[src/rtl/mips_ctrl_pkg.sv]
// ---------------------------------------------------------------------------
// mips_ctrl_pkg
// Shared definitions for the multicycle MIPS control unit: state encodings,
// opcode/funct constants, ALU operation codes and datapath select values.
// No ports (package).
// ---------------------------------------------------------------------------
package mips_ctrl_pkg;

  // Controller states; the numeric values are visible on state_o for debug
  typedef enum logic [3:0] {
    S_IDLE    = 4'd0,
    S_FETCH   = 4'd1,
    S_DECODE  = 4'd2,
    S_MEMADR  = 4'd3,
    S_MEMRD   = 4'd4,
    S_MEMWB   = 4'd5,
    S_MEMWR   = 4'd6,
    S_RTYPEEX = 4'd7,
    S_RTYPEWB = 4'd8,
    S_BEQEX   = 4'd9,
    S_ADDIEX  = 4'd10,
    S_ADDIWB  = 4'd11,
    S_JEX     = 4'd12
  } state_t;

  // Opcodes (IR[31:26])
  localparam logic [5:0] OP_RTYPE = 6'b000000;
  localparam logic [5:0] OP_LW    = 6'b100011;
  localparam logic [5:0] OP_SW    = 6'b101011;
  localparam logic [5:0] OP_BEQ   = 6'b000100;
  localparam logic [5:0] OP_ADDI  = 6'b001000;
  localparam logic [5:0] OP_J     = 6'b000010;

  // R-type funct codes (IR[5:0])
  localparam logic [5:0] FN_ADD = 6'b100000;
  localparam logic [5:0] FN_AND = 6'b100100;
  localparam logic [5:0] FN_OR  = 6'b100101;
  localparam logic [5:0] FN_SLT = 6'b101010;

  // ALU operation codes
  localparam logic [2:0] ALU_AND = 3'b000;
  localparam logic [2:0] ALU_OR  = 3'b001;
  localparam logic [2:0] ALU_ADD = 3'b010;
  localparam logic [2:0] ALU_EQ  = 3'b100;
  localparam logic [2:0] ALU_SLT = 3'b111;

  // ALU B operand select
  localparam logic [1:0] SRCB_REGB  = 2'b00;
  localparam logic [1:0] SRCB_FOUR  = 2'b01;
  localparam logic [1:0] SRCB_IMM   = 2'b10;
  localparam logic [1:0] SRCB_IMMSH = 2'b11;

  // Next-PC select
  localparam logic [1:0] PCSRC_ALU    = 2'b00;
  localparam logic [1:0] PCSRC_ALUOUT = 2'b01;
  localparam logic [1:0] PCSRC_JUMP   = 2'b10;

  // True for every opcode the controller knows how to sequence
  function automatic logic op_is_legal(input logic [5:0] op);
    case (op)
      OP_RTYPE, OP_LW, OP_SW, OP_BEQ, OP_ADDI, OP_J: op_is_legal = 1'b1;
      default:                                       op_is_legal = 1'b0;
    endcase
  endfunction

endpackage

[src/rtl/mips_mc_ctrl_alu_dec.sv]
// ---------------------------------------------------------------------------
// alu_dec
// Combinational R-type funct decoder.
// Ports:
//   funct   in   OPW  R-type funct field
//   alucont out  3    ALU operation code (ADD when funct is not recognised)
//   valid   out  1    funct is one of the supported R-type operations
// ---------------------------------------------------------------------------
module alu_dec
  import mips_ctrl_pkg::*;
#(
  parameter int OPW = 6
) (
  input  logic [OPW-1:0] funct,
  output logic [2:0]     alucont,
  output logic           valid
);

  always_comb begin
    alucont = ALU_ADD;
    valid   = 1'b1;
    case (funct)
      FN_ADD:  alucont = ALU_ADD;
      FN_AND:  alucont = ALU_AND;
      FN_OR:   alucont = ALU_OR;
      FN_SLT:  alucont = ALU_SLT;
      default: valid   = 1'b0;
    endcase
  end

endmodule

[src/rtl/mips_mc_ctrl.sv]
// ---------------------------------------------------------------------------
// mips_mc_ctrl
// Multicycle MIPS control unit. Walks each instruction through its state
// sequence and decodes the datapath controls from the current state.
// Ports:
//   clk, rst_n        clock (rising edge), async active-low reset
//   op, funct         IR[31:26] and IR[5:0]
//   alu_eq            ALU result bit 0, used for beq
//   mem_ready         memory finishes its access this cycle
//   memread/memwrite  memory strobes
//   irwrite/regwrite  IR load and register file write
//   iord, memtoreg, regdst, alusrca, alusrcb, pcsrc   datapath selects
//   pcen              PC write enable
//   alucont           ALU operation code
//   illegal_op        pulse on an undecodable op or funct
//   state_o           current state for debug
// ---------------------------------------------------------------------------
module mips_mc_ctrl
  import mips_ctrl_pkg::*;
#(
  parameter int OPW = 6
) (
  input  logic           clk,
  input  logic           rst_n,
  input  logic [OPW-1:0] op,
  input  logic [OPW-1:0] funct,
  input  logic           alu_eq,
  input  logic           mem_ready,
  output logic           memread,
  output logic           memwrite,
  output logic           irwrite,
  output logic           regwrite,
  output logic           iord,
  output logic           memtoreg,
  output logic           regdst,
  output logic           alusrca,
  output logic [1:0]     alusrcb,
  output logic [1:0]     pcsrc,
  output logic           pcen,
  output logic [2:0]     alucont,
  output logic           illegal_op,
  output logic [3:0]     state_o
);

  state_t         r_state;
  logic [OPW-1:0] r_funct;
  logic [2:0]     w_rtype_alucont;
  logic           w_rtype_valid;

  // funct is captured in DECODE so the R-type execute and write-back steps
  // see the same operation even if the IR changes underneath.
  alu_dec #(.OPW(OPW)) u_alu_dec (
    .funct   (r_funct),
    .alucont (w_rtype_alucont),
    .valid   (w_rtype_valid)
  );

  // State register and next-state sequencing. Memory states wait for
  // mem_ready; undecodable op/funct return straight to FETCH.
  always_ff @(posedge clk or negedge rst_n) begin
    if (!rst_n) begin
      r_state <= S_IDLE;
      r_funct <= '0;
    end else begin
      case (r_state)
        S_IDLE:   r_state <= S_FETCH;
        S_FETCH:  if (mem_ready) r_state <= S_DECODE;
        S_DECODE: begin
          r_funct <= funct;
          case (op)
            OP_LW, OP_SW: r_state <= S_MEMADR;
            OP_RTYPE:     r_state <= S_RTYPEEX;
            OP_BEQ:       r_state <= S_BEQEX;
            OP_ADDI:      r_state <= S_ADDIEX;
            OP_J:         r_state <= S_JEX;
            default:      r_state <= S_FETCH;
          endcase
        end
        S_MEMADR:  r_state <= (op == OP_SW) ? S_MEMWR : S_MEMRD;
        S_MEMRD:   if (mem_ready) r_state <= S_MEMWB;
        S_MEMWB:   r_state <= S_FETCH;
        S_MEMWR:   if (mem_ready) r_state <= S_FETCH;
        S_RTYPEEX: r_state <= w_rtype_valid ? S_RTYPEWB : S_FETCH;
        S_RTYPEWB: r_state <= S_FETCH;
        S_BEQEX:   r_state <= S_FETCH;
        S_ADDIEX:  r_state <= S_ADDIWB;
        S_ADDIWB:  r_state <= S_FETCH;
        S_JEX:     r_state <= S_FETCH;
        default:   r_state <= S_IDLE;
      endcase
    end
  end

  // Output decode straight from the state register so that an async reset
  // kills every strobe (no partial writes) in the same cycle. Only FETCH
  // (mem_ready), BEQEX (alu_eq), DECODE (op) and the R-type states (funct)
  // look at inputs.
  always_comb begin
    memread    = 1'b0;
    memwrite   = 1'b0;
    irwrite    = 1'b0;
    regwrite   = 1'b0;
    iord       = 1'b0;
    memtoreg   = 1'b0;
    regdst     = 1'b0;
    alusrca    = 1'b0;
    alusrcb    = SRCB_REGB;
    pcsrc      = PCSRC_ALU;
    pcen       = 1'b0;
    alucont    = ALU_ADD;
    illegal_op = 1'b0;
    case (r_state)
      S_FETCH: begin
        memread = 1'b1;
        irwrite = mem_ready;
        alusrcb = SRCB_FOUR;
        pcen    = mem_ready;
      end
      S_DECODE: begin
        alusrcb    = SRCB_IMMSH;
        illegal_op = ~op_is_legal(op);
      end
      S_MEMADR: begin
        alusrca = 1'b1;
        alusrcb = SRCB_IMM;
      end
      S_MEMRD: begin
        memread = 1'b1;
        iord    = 1'b1;
      end
      S_MEMWB: begin
        regwrite = 1'b1;
        memtoreg = 1'b1;
      end
      S_MEMWR: begin
        memwrite = 1'b1;
        iord     = 1'b1;
      end
      S_RTYPEEX: begin
        alusrca    = 1'b1;
        alucont    = w_rtype_alucont;
        illegal_op = ~w_rtype_valid;
      end
      S_RTYPEWB: begin
        regwrite = 1'b1;
        regdst   = 1'b1;
        alucont  = w_rtype_alucont;
      end
      S_BEQEX: begin
        alusrca = 1'b1;
        alucont = ALU_EQ;
        pcsrc   = PCSRC_ALUOUT;
        pcen    = alu_eq;
      end
      S_ADDIEX: begin
        alusrca = 1'b1;
        alusrcb = SRCB_IMM;
      end
      S_ADDIWB: regwrite = 1'b1;
      S_JEX: begin
        pcsrc = PCSRC_JUMP;
        pcen  = 1'b1;
      end
      default: ;
    endcase
  end

  assign state_o = r_state;

endmodule

[config.mk]
export PLATFORM = sky130hd
export DESIGN_NAME = mips_mc_ctrl
export DESIGN_NICKNAME = d
export VERILOG_FILES = /design/src/rtl/mips_ctrl_pkg.sv /design/src/rtl/mips_mc_ctrl_alu_dec.sv /design/src/rtl/mips_mc_ctrl.sv
export SDC_FILE = /design/constraint.sdc
export NUM_CORES = 1
export LEC_CHECK = 0
export BUFFER_PORTS_ARGS = -buffer_cell sky130_fd_sc_hd__buf_4
export CORE_AREA = 2 2 54 56
export CTS_BUF_LIST = sky130_fd_sc_hd__clkbuf_16
export CTS_CLUSTER_DIAMETER = 150
export DETAILED_ROUTE_END_ITERATION = 16
export DIE_AREA = 0 0 56 58
export SYNTH_ARGS = -nofsm -noshare
export SYNTH_HDL_FRONTEND = slang
export SYNTH_SLANG_ARGS = --single-unit
[constraint.sdc]
create_clock -name clk -period 2.6 [get_ports clk]
set_input_delay 0.39 -clock clk [delete_from_list [all_inputs] [get_ports clk]]
set_output_delay 0.39 -clock clk [all_outputs]
set_load 0.01 [all_outputs]
==> summary.md <==
| Metric | Value |
|---|---|
| Share of post-route cells with drive strength above 1 | 36.0% |
| Sequential share of the synthesized area | 28.2% |
| Rows | 19 |
| Worst setup SP type | register |
| Pleak | 0.566 nW |
| GRT Total Usage | 15.0% |
| Via density per instance | 5.55 |
| Cell taking the most area after synthesis | dfrtp_1 |
| Min Tclk post-route | 2220 ps |
| # nets final | 157 |
| Clock sinks | 10 |
| Post_cts resized | 0 |
| WL/cell | 13.8 um |
| Syn Inst Count | 106 |
| Vias in the first global route | 844 |
| Synth Register Bits | 10 |
| Post-Place Cells | 166 |
| Mapped Nets | 122 |
| Worst hold-check path type | input pin to register |
| Worst-Margin Slew | 644 ps |
| CTS tree | yes |
| Worst-path clk slew | 40 ps |
| Buffers on Ports | 36 |
| Grt ovf | 0 |
| Netlist Area Pre-Place | 886 sq um |
| First-pass DRT Iterations | 4 |
| Final Hold Fails | 0 |
| WP buf/inv | 1 |
| Diodes inserted | 0 |
| CP Data Required Time | 2210 ps |
| Final Non-Filler Cells | 170 |
| Hold Buf Count CTS | 1 |
| CP Cell Sequence | nand2b_1 > nor3_2 > a21oi_1 > nor3b_1 > buf_4 |
| Die X-Extent | 56 um |
| Crit path capture type | output pin |
| Antenna viol nets, final | 0 |
| Max Fclk | 450 MHz |
| Total Die Area | 3250 sq um |
| Crit path max fanout | 14 |
| Slowest-stage cell, CP | dfrtp_1 |
| Crit path DAT | 1830 ps |
| EDFF count, synth | 0 |
| Clock Tree Root | clkbuf_16 |
| Min Hold Slack | 389 ps |
| Clock Tree Buf Depth | 2 |
| Skew final | 0.460 ps |
| Syn avg cell area | 8.36 sq um |
| Number of DRC markers in iteration 0 | 29 |
| Post-DP HPWL | 1820 um |
| Post-CTS setup buffer count | 0 |
| DRC errors left | 0 |
| VDD IR-drop max | 0.758 mV |
| TNS Setup | 0 ps |
| Delay-heaviest family, CP | simple AND/OR/NAND/NOR gates |
| Fill cell count | 272 |
| # IOs | 37 |
| Area contributors post-synth | dfrtp_1 28%, mux2_2 7.6%, a21oi_1 5.1%, nand2b_1 3.5%, o21ai_0 3.4% |
| Post-synth top flop | dfrtp_1 |
| Max_cap viols | 0 |
| Starting Density | 33.3% |
| Run status | complete, no violations |
| Delay of the slowest critical-path stage | 600 ps |
| Period utilization | 85.5% |
| Max-slew violation count | 0 |
| DRT Wirelength | 2350 um |
| Number of antenna violations at the first check in global routing | 0 |
| Clk_lat worst skew | 230 ps |
| First-pass GRT wire length | 3890 um |
| Total vias in the final route | 944 |
| RD Place Congestion | 0.808 |
| Synth async-reset ratio | 100% |
| Post-synth cell types | 42 |
| Area grow syn2layout | 40.4% |
| Unrepaired setup endpoints after global routing | false |
| Largest net degree at the start of global routing | 19 |
| Die extent in y | 58 um |
| Yosys warns | 0 |
| CORE AREA | 2660 sq um |
| Top-area cell type share of the netlist area | 28.2% |
| P per Cell Area | 941 nW/um^2 |
| CP Class | register to output pin |
| H-tree levels | 1 |
| Setup violations, final | 0 |
| Slew headroom | 57.1% |
| Total CTS buffers | 3 |
[layout make-up]
cell class                      count  area [sq um]  share of cell area [%]
Tap cell                           31          38.8                    3.12
Clock buffer                        3          75.1                    6.04
Sequential cell                    10           250                    20.1
Multi-Input combinational cell     83           573                    46.1
Timing Repair Buffer               38           288                    23.1
Inverter                            5          18.8                    1.51
[final timing paths]
| path | start | endpoint | slack, ps | depth (start not counted) |
|---|---|---|---|---|
| setup / recovery | state_o[3]$_DFFE_PN0P_ | alucont[0] | 380 | 5 |
| hold / removal | funct[0] | r_funct[0]$_DFFE_PN0P_ | 390 | 2 |
| setup reg to reg | state_o[0]$_DFFE_PN0P_ | state_o[1]$_DFFE_PN0P_ | 900 | 5 |
| hold reg to reg | r_funct[5]$_DFFE_PN0P_ | r_funct[5]$_DFFE_PN0P_ | 500 | 1 |
| max in group asynchronous | rst_n | state_o[3]$_DFFE_PN0P_ | 1940 | 2 |
| min in group asynchronous | rst_n | r_funct[5]$_DFFE_PN0P_ | 520 | 2 |
[layer usage]
metal / routed length (um) / up-vias / GRT usage [%] / share of wire, %
li1: - / 462 / - / -
met1: 1030 / 440 / 19.0 / 44
met2: 1100 / 36 / 24.0 / 47
met3: 171 / 6 / 3.57 / 7.3
met4: 44 / 0 / 7.48 / 1.9
met5: 0 / - / 0 / 0
[cell usage after synthesis (4+ instances only)]
cell type	n
nor2_1	8
nand2_1	5
dfrtp_1	10
mux2_2	6
a21oi_1	9
o21ai_0	6
inv_1	5
nor3_1	4
nand2b_1	5
[power by group]
group          internal, mW  switching (mW)  total, mW
sequential            0.222           0.118      0.340
clock                 0.198          0.0624      0.261
combinational         0.295           0.275      0.569
total                 0.715           0.456       1.17
[sequential cells by signal, indices dropped and copies added (netlist names)]
name and count:
r_funct 6, state_o 4
[kinds of logic (layout without fill, tap and decap cells)]
family | after synthesis | count (layout) | share of synthesized area, %
flip-flops | 10 | 10 | 28.2
AND/OR/NAND/NOR | 39 | 39 | 26.8
adder cells (fa/ha/maj) | 1 | 1 | 1.13
XOR/XNOR | 3 | 3 | 2.97
multiplexers | 7 | 7 | 8.76
buffers and inverters | 13 | 46 | 7.06
AO/OA/AOI/OAI | 33 | 33 | 25.0
[layout by cell type, fill, tap and decap left out, drive strengths merged, types with 2 or more instances in the layout]
cell type / synthesis / final
buf: 5 / 37
dfrtp: 10 / 10
a21oi: 9 / 9
nor2: 8 / 8
o21ai: 6 / 6
mux2: 6 / 6
nand2: 6 / 6
nand2b: 5 / 5
inv: 5 / 5
nor3: 5 / 5
nor3b: 3 / 3
nor2b: 3 / 3
o221ai: 3 / 3
clkbuf: 3 / 3
a21o: 2 / 2
a32oi: 2 / 2
nand3: 2 / 2
o31ai: 2 / 2
o31a: 2 / 2
xnor2: 2 / 2
[metrics by stage]
step                      power, mW  instance area (sq um)  worst slack (ps)  utilization [%]
final                          1.17                   1240               378             46.7
after CTS                      1.18                   1240               373             46.7
after global routing           1.26                   1240               160             46.7
after detailed placement      0.913                   1160               618             43.5
after floorplan               0.692                    886               695                -
after global placement        0.903                   1160               651             43.5
Power figures use the tool's default switching activity.
